===== config.mk =====
export PLATFORM = sky130hd
export DESIGN_NAME = uart_rx_fifo
export DESIGN_NICKNAME = d
export VERILOG_FILES = /design/src/rtl/uart_pkg.sv /design/src/rtl/uart_fifo_ram.sv /design/src/rtl/uart_rx_fifo.sv
export SDC_FILE = /design/constraint.sdc
export NUM_CORES = 1
export LEC_CHECK = 0
export CAP_MARGIN = 10
export CORE_MARGIN = 2
export CORE_UTILIZATION = 33
export CTS_CLUSTER_SIZE = 25
export DETAILED_ROUTE_END_ITERATION = 10
export PLACE_DENSITY = 0.55
export SLEW_MARGIN = 0
export SYNTH_ARGS = -nofsm -noshare
export SYNTH_HDL_FRONTEND = slang
export SYNTH_SLANG_ARGS = --single-unit

===== constraint.sdc =====
create_clock -name clk -period 3.1 [get_ports clk]
set_input_delay 0.62 -clock clk [delete_from_list [all_inputs] [get_ports clk]]
set_output_delay 0.62 -clock clk [all_outputs]
set_load 0.005 [all_outputs]

===== src/rtl/uart_pkg.sv =====
// Shared UART definitions.
//   UART_DATA_BITS  : default character width, shared with the receiver.
//   uart_rx_entry_t : one received character plus its line-status flags.
//                     Packed layout {frame_err, parity_err, data}. The FIFO
//                     stores entries as flat vectors in the same bit order.
package uart_pkg;

   localparam int UART_DATA_BITS = 8;

   typedef struct packed {
      logic                      frame_err;
      logic                      parity_err;
      logic [UART_DATA_BITS-1:0] data;
   } uart_rx_entry_t;

endpackage


===== src/rtl/uart_fifo_ram.sv =====
// Storage array for the receive FIFO.
//   clk_i   : write clock
//   we_i    : write enable, captured on the rising edge
//   waddr_i : write address
//   wdata_i : write data
//   raddr_i : read address (asynchronous read)
//   rdata_o : data at raddr_i, combinational
// The contents are not reset; the owner tracks which entries are valid.
module uart_fifo_ram #(
   parameter int DEPTH = 16,
   parameter int WIDTH = 10
) (
   input  logic                     clk_i,
   input  logic                     we_i,
   input  logic [$clog2(DEPTH)-1:0] waddr_i,
   input  logic [WIDTH-1:0]         wdata_i,
   input  logic [$clog2(DEPTH)-1:0] raddr_i,
   output logic [WIDTH-1:0]         rdata_o
);

   logic [WIDTH-1:0] mem_q [DEPTH];

   always_ff @(posedge clk_i) begin
      if (we_i) begin
         mem_q[waddr_i] <= wdata_i;
      end
   end

   assign rdata_o = mem_q[raddr_i];

endmodule


===== src/rtl/uart_rx_fifo.sv =====
// Receive-side first-word-fall-through FIFO behind the UART receiver.
//   clk, reset       : clock, asynchronous active-high reset
//   in_data/in_valid : received character and its one-cycle strobe
//   in_parity_err    : parity status stored with the character
//   in_frame_err     : framing status stored with the character
//   out_data/out_*   : head entry, forced to 0 when empty
//   out_valid        : FIFO not empty
//   out_ready        : consumer takes the head entry
//   count/full/empty : occupancy, all decoded from the count register
//   overflow         : sticky, set whenever a character is dropped
//   clear_overflow   : synchronous clear of overflow (a same-cycle drop wins)
//   flush            : synchronous discard of all entries and any same-cycle push
//
// Handshake: an entry transfers on every rising edge where out_valid and
// out_ready are both high; out_valid never depends on out_ready. The input
// side has no backpressure: in_valid is a push request that is either
// stored or dropped (flagged in overflow).
module uart_rx_fifo
   import uart_pkg::*;
#(
   parameter int DATA_BITS = UART_DATA_BITS,
   parameter int DEPTH     = 16
) (
   input  logic                   clk,
   input  logic                   reset,
   input  logic [DATA_BITS-1:0]   in_data,
   input  logic                   in_valid,
   input  logic                   in_parity_err,
   input  logic                   in_frame_err,
   output logic [DATA_BITS-1:0]   out_data,
   output logic                   out_parity_err,
   output logic                   out_frame_err,
   output logic                   out_valid,
   input  logic                   out_ready,
   output logic [$clog2(DEPTH):0] count,
   output logic                   full,
   output logic                   empty,
   output logic                   overflow,
   input  logic                   clear_overflow,
   input  logic                   flush
);

   localparam int AW = $clog2(DEPTH);
   localparam int CW = AW + 1;
   localparam int EW = DATA_BITS + 2;

   logic [AW-1:0] wr_ptr_q, wr_ptr_d;
   logic [AW-1:0] rd_ptr_q, rd_ptr_d;
   logic [CW-1:0] count_q,  count_d;
   logic          overflow_q, overflow_d;

   logic          push, pop, drop, write_en;
   logic [EW-1:0] wr_entry, rd_entry;

   assign empty = (count_q == '0);
   assign full  = (count_q == CW'(DEPTH));

   // Popping frees a slot in the same edge, so a full FIFO can still accept.
   assign pop  = !empty && out_ready;
   assign push = in_valid && (!full || pop);
   assign drop = in_valid && full && !pop;

   // Flush discards a same-cycle push, so the array is not written either.
   assign write_en = push && !flush;
   assign wr_entry = {in_frame_err, in_parity_err, in_data};

   uart_fifo_ram #(
      .DEPTH (DEPTH),
      .WIDTH (EW)
   ) u_ram (
      .clk_i   (clk),
      .we_i    (write_en),
      .waddr_i (wr_ptr_q),
      .wdata_i (wr_entry),
      .raddr_i (rd_ptr_q),
      .rdata_o (rd_entry)
   );

   always_comb begin
      wr_ptr_d   = wr_ptr_q;
      rd_ptr_d   = rd_ptr_q;
      count_d    = count_q;
      overflow_d = overflow_q;

      if (flush) begin
         wr_ptr_d = '0;
         rd_ptr_d = '0;
         count_d  = '0;
      end else begin
         if (push) wr_ptr_d = wr_ptr_q + AW'(1);
         if (pop)  rd_ptr_d = rd_ptr_q + AW'(1);
         if (push && !pop)      count_d = count_q + CW'(1);
         else if (pop && !push) count_d = count_q - CW'(1);
      end

      // A drop in the same cycle as clear_overflow keeps the flag set.
      if (drop && !flush)      overflow_d = 1'b1;
      else if (clear_overflow) overflow_d = 1'b0;
   end

   always_ff @(posedge clk or posedge reset) begin
      if (reset) begin
         wr_ptr_q   <= '0;
         rd_ptr_q   <= '0;
         count_q    <= '0;
         overflow_q <= 1'b0;
      end else begin
         wr_ptr_q   <= wr_ptr_d;
         rd_ptr_q   <= rd_ptr_d;
         count_q    <= count_d;
         overflow_q <= overflow_d;
      end
   end

   assign count          = count_q;
   assign overflow       = overflow_q;
   assign out_valid      = !empty;
   assign out_data       = empty ? '0   : rd_entry[DATA_BITS-1:0];
   assign out_parity_err = empty ? 1'b0 : rd_entry[DATA_BITS];
   assign out_frame_err  = empty ? 1'b0 : rd_entry[DATA_BITS+1];

endmodule


Word-level counts from Yosys, hierarchy flattened
Memories as Yosys holds them, arrays and structs flattened.
Cells that the tools add are included.
{"block": "op_classes", "addsub": 4, "eq_ne": 1, "mux": 14, "reduce_logical": 19}
{"op": "4-bit 2-to-1 mux", "count": 4}
{"op": "5-bit 2-to-1 mux", "count": 3}
{"op": "4-bit by 1-bit adder with 4-bit output (second input constant)", "count": 2}
{"op": "1-bit logical AND", "count": 8}
{"op": "8-bit 2-to-1 mux", "count": 1}
{"op": "1-bit 2-to-1 mux", "count": 6}
{"op": "2-bit nonzero test", "count": 3}
{"op": "5-bit by 1-bit adder with 5-bit output (second input constant)", "count": 1}
{"op": "5-bit == test (second input constant)", "count": 1}
{"op": "1-bit logical NOT", "count": 5}
{"op": "5-bit logical NOT", "count": 1}
{"op": "5-bit by 1-bit subtractor with 5-bit output (second input constant)", "count": 1}
{"op": "3-bit nonzero test", "count": 1}
{"op": "1-bit logical OR", "count": 1}
{"block": "word_totals", "register_bits": 14, "ram_bits": 160, "in_bits": 16, "wordCells": 43, "n_memories": 1}
{"memory": "u_ram.mem_q", "words": 16, "word_bits": 10, "read_ports": 1, "rd_clocked_by_memory_dff": 0, "wr": 1, "line_no": "uart_fifo_ram.sv:21", "source": "logic [WIDTH-1:0] mem_q [DEPTH];"}

Longest topological paths before layout
{"block": "depth", "word_depth": 10, "mapped_depth": 8, "mapped_depth_nobuf": 8}

Cells and area by module
Synthesis repeated with hierarchy kept, for this count alone.
{"block": "unflattened", "cells_unflattened": 374, "area_unflattened_um2": 7126.8}
{"mod": "uart_fifo_ram", "instances": 1, "cells_per_inst": 269, "area_each_um2": 6153.4, "seq_area_each_um2": 4804.6}
{"mod": "uart_rx_fifo", "instances": 1, "cells_per_inst": 105, "area_each_um2": 973.4, "seq_area_each_um2": 350.3}

Least setup slack after synthesis
No wires, ideal clock.
{"block": "synth_timing", "path_kind": "flip-flop to flip-flop", "startpoint": "register count_q[0] (netlist: count[0])", "endpoint": "register count_q[4] (netlist: count[4])", "setup_time_ns": 0.128, "arrival_ns": 2.315, "path_slack_ns": 0.657, "stages_incl_launch_ff": 9, "synth_period_minus_slack_ns": 2.443, "path_cell_list": "dfrtp_1 nor4_2 mux2_2 inv_1 ha_1 a211o_1 o21a_1 o211ai_1 a31oi_1"}
{"block": "synth_via", "elab_chain_len": 8}
{"item": "from (decl)", "line_no": "uart_rx_fifo.sv:49", "source": "logic [CW-1:0] count_q, count_d;"}
{"item": "from (signal assigned)", "line_no": "uart_rx_fifo.sv:110", "source": "count_q <= count_d;"}
{"item": "branches (longest 8 deep; another with 5-bit by 1-bit subtractor with 5-bit output)"}
Parallel ways; which one is timed is not known. The select of a mux whose other input is x is not followed.
A chain may end at the register's enable or synchronous reset.

Worst setup path in the final report
{"block": "layout_timing", "startpoint": "register rd_ptr_q[1]", "endpoint": "output out_data[4]"}
{"block": "layout_via", "elab_chain_len": 2}
{"item": "from (decl)", "line_no": "uart_rx_fifo.sv:48", "source": "logic [AW-1:0] rd_ptr_q, rd_ptr_d;"}
{"item": "from (signal assigned)", "line_no": "uart_rx_fifo.sv:109", "source": "rd_ptr_q <= rd_ptr_d;"}
{"item": "memory read 16 x 10 bit"}
{"item": "8-bit 2-to-1 mux", "line_no": "uart_rx_fifo.sv:118", "source": "assign out_data = empty ? '0 : rd_entry[DATA_BITS-1:0];"}
{"item": "to (decl)", "line_no": "uart_rx_fifo.sv:30", "source": "output logic [DATA_BITS-1:0] out_data,"}
No other way between the ends.

==> run_results.csv <==
group,metric,value,unit
status,status,"finished, final reports clean",
detailed_routing,routedWlPerCell,21.04,um
detailed_routing,drt_wl_total,15.93,mm
place,placed_area,8124,um^2
pwr,switching_share,27.35,%
finish,final_core_util,41.26,%
cts,root_buffer,"clkbuf_16",
logic_synthesis,yosysWarnings,0,
pwr,power_density,759.2,nW/um^2
logic_synthesis,synth_area_per_cell,19.09,um^2
timing,max_freq,330.8,MHz
global_routing,grt_pass1_vias,4063,
critical_path,end_kind,"output port",
detailed_routing,ant_nets,0,
pwr,p_sw,0.001852,W
timing,tightestPinTransition,0.9850,ns
logic_synthesis,synth-async-reset-ratio,8.046,%
global_routing,grtUsageTotal,14.35,%
critical_path,worstSetupPathType,"flip-flop to output port",
logic_synthesis,synth_area,7214,um^2
logic_synthesis,ys_top_cells_by_count,"160 x edfxtp_1, 40 x mux4_2, 20 x a211oi_1, 20 x nor2_1, 14 x dfrtp_1",
global_routing,gr-total-overflow,0,
logic_synthesis,synth_area_leaders,"edfxtp_1 67%, mux4_2 12%, dfrtp_1 4.9%, a211oi_1 2.1%, mux2i_1 1.7%",
critical_path,crit_chain,"buf_4, buf_12, mux4_2, nor2b_1, a211oi_2, a211oi_2, dlygate4sd2_1",
cts,cts_made_buffers,17,
pwr,seq_power_share,40.0,%
logic_synthesis,ys_types,42,
pwr,comb_power_share,27.1,%
place,io_buffers,34,
logic_synthesis,synth.top_cell.area_share,66.60,%
detailed_routing,avgViaCountPerCell,5.046,
cts,clkTransAtPathRegs,0.06,ns
timing,hold_viol,0,
timing,slew_headroom,34.34,%
cts,hold_buffers,0,
logic_synthesis,ys_ff_latch,174,
finish,drive_above_1_share,31.87,%
timing,slew_violations,0,
critical_path,critPathSlowestCell,"mux4_2",
global_routing,grt_pass1_wl,24.52,mm
logic_synthesis,yosysMostFrequentCell,"edfxtp_1",
cts,cts_num_sinks,174,
critical_path,critical_path_required,2.48,ns
global_routing,grt_max_degree,35,
finish,fin_nets,490,
die,top_level_ports,35,
die,placementRows,54,
critical_path,cp-start-kind,"flip-flop",
timing,rsz0062_at_grt,"yes",
finish,diodes,0,
die,core-area,21620,um^2
finish,final_area,8920,um^2
logic_synthesis,synthCells,378,
place,gp_congestion,0.8226,
pwr,power,0.006772,W
run,maxCapViolCount,0,
die,die_w,151.9,um
critical_path,arrival,2.40,ns
detailed_routing,drt_iter0_markers,233,
place,dp_slack,0.09719,ns
pwr,p_leak,2.959,nW
logic_synthesis,syn_nets,404,
place,dp_hpwl,9.880,mm
logic_synthesis,yosysSeqAreaShare,71.45,%
finish,syn_to_final_growth,23.64,%
logic_synthesis,synth_top_area_cell,"edfxtp_1",
detailed_routing,drc,0,
die,fp.dieH,151.9,um
cts,cts_buffer_depth,2,
pwr,vdd_drop_max,363.6,uV
detailed_routing,first_pass_iters,4,
timing,setup-violations-final,0,
critical_path,cp_slowest_stage_delay,0.49,ns
timing,min_period,3.023,ns
cts,cts_tree,"built",
critical_path,cp_max_fo,10,
logic_synthesis,synth_edf_count,160,
detailed_routing,vias,3820,
critical_path,cpMostUsedCell,"a211oi_2",
timing,fin_tns_setup,0,ns
logic_synthesis,synth_flop_cell,"edfxtp_1",
timing,fin_worst_skew,0.01303,ns
worst_hold_path,hp-class,"input pin to async pin",
global_routing,grt_antenna_before_repair,0,
die,start_util,33.37,%
die,die-area,23060,um^2
pwr,p_int,0.004920,W
pwr,pwr-share-clk,32.9,%
cts,htree_num_levels,4,
timing,setup_slack,0.07677,ns
timing,min_period_over_period,97.52,%
cts,clk_latency,0.43,ns
==> layout make-up <==
type                    count  area, um^2
fillers                  1945       12700
clock inverters            13       187.7
inverters                   7       26.28
flip-flops and latches    174        5157
clock buffers              19       432.9
well taps                 280       350.3
repair buffers             87       797.0
multi-input cells         177        1968
==> kinds of logic after synthesis <==
group | synth area share, %
buf+inv | 2.289
xor+xnor | 0.7284
compound gates | 4.787
simple gates | 4.596
flops | 71.45
fa+ha+maj | 1.838
mux | 14.31
==> power groups by stage <==
stage | registers (W) | clock network [W] | logic (W)
6_report | 0.00271 | 0.00223 | 0.00184
5_1_grt | 0.00271 | 0.00238 | 0.00199
4_1_cts | 0.00270 | 0.00228 | 0.00183
3_5_place_dp | 0.00275 | 0 | 0.00175
3_3_place_gp | 0.00275 | 0 | 0.00173
2_1_floorplan | 0.00273 | 0 | 0.00110
==> repair_timing <==
action | 4_1_cts | 5_1_grt
pin swaps | 1 | 1
buffers inserted | 11 | 3
setup endpoints to repair | 10 | 7
resized for setup | 19 | 9
cloned | 1 | 0
==> critical path, delay by kind of cell (launching register included) <==
family / cells / cell delay [ns]
compound gates: 2 / 0.35
buf+inv: 3 / 0.55
mux: 1 / 0.49
flops: 1 / 0.42
simple gates: 1 / 0.16
==> layout by cell type (no fill, tap or decap), drive strengths merged, types with 2 or more instances in the layout <==
master | synthesis | routed
edfxtp | 160 | 160
buf | 15 | 53
mux4 | 40 | 40
clkdlybuf4s50 | 0 | 24
clkbuf | 5 | 21
nor2 | 20 | 20
a211oi | 20 | 20
dfrtp | 14 | 14
nor2b | 13 | 13
mux2i | 12 | 12
inv | 7 | 10
ha | 9 | 9
a21oi | 7 | 7
nor3 | 7 | 7
nand3 | 6 | 6
dlygate4sd2 | 0 | 6
nand2 | 6 | 6
o21ai | 6 | 6
nand2b | 5 | 5
xor2 | 5 | 5
o211ai | 5 | 5
bufinv | 0 | 4
clkinv | 0 | 4
and3 | 2 | 2
clkinvlp | 0 | 2
==> flip-flops by register name (all words and copies together), names as in the netlist <==
name	count
u_ram.mem_q	160
count	5
rd_ptr_q	4
overflow	1
wr_ptr_q	4
==> layer usage <==
| metal | wire (um) | up-vias | part of all wire, % | global-route usage, % |
|---|---|---|---|---|
| li1 | - | 1697 | - | - |
| met5 | 0 | - | 0 | 0 |
| met2 | 8188 | 112 | 51 | 24.11 |
| met3 | 838 | 12 | 5.3 | 3.908 |
| met4 | 156 | 0 | 0.98 | 4.139 |
| met1 | 6741 | 1999 | 42 | 18.36 |
==> path summary, 6_finish.rpt <==
| check | end | slack [ns] | startpoint | depth (start not counted) |
|---|---|---|---|---|
| max in group asynchronous | rd_ptr_q[1] | 2.15 | reset | 2 |
| min in group clk | overflow | 0.56 | overflow | 2 |
| max | out_data[4] | 0.08 | rd_ptr_q[1] | 7 |
| min | count[3] | 0.55 | reset | 2 |
| min reg2reg | overflow | 0.56 | overflow | 2 |
| max reg2reg | count[4] | 0.41 | count[0] | 8 |
==> through the flow <==
| step | hold WS (ns) | std cells |
|---|---|---|
| after floorplan | 0.5092 | 378 |
| after global placement | 0.5253 | 710 |
| after detailed placement | 0.5374 | 710 |
| after CTS | 0.5620 | 754 |
| after global routing | 0.5760 | 757 |
| final | 0.5482 | 757 |
Power figures use the tool's default switching activity.
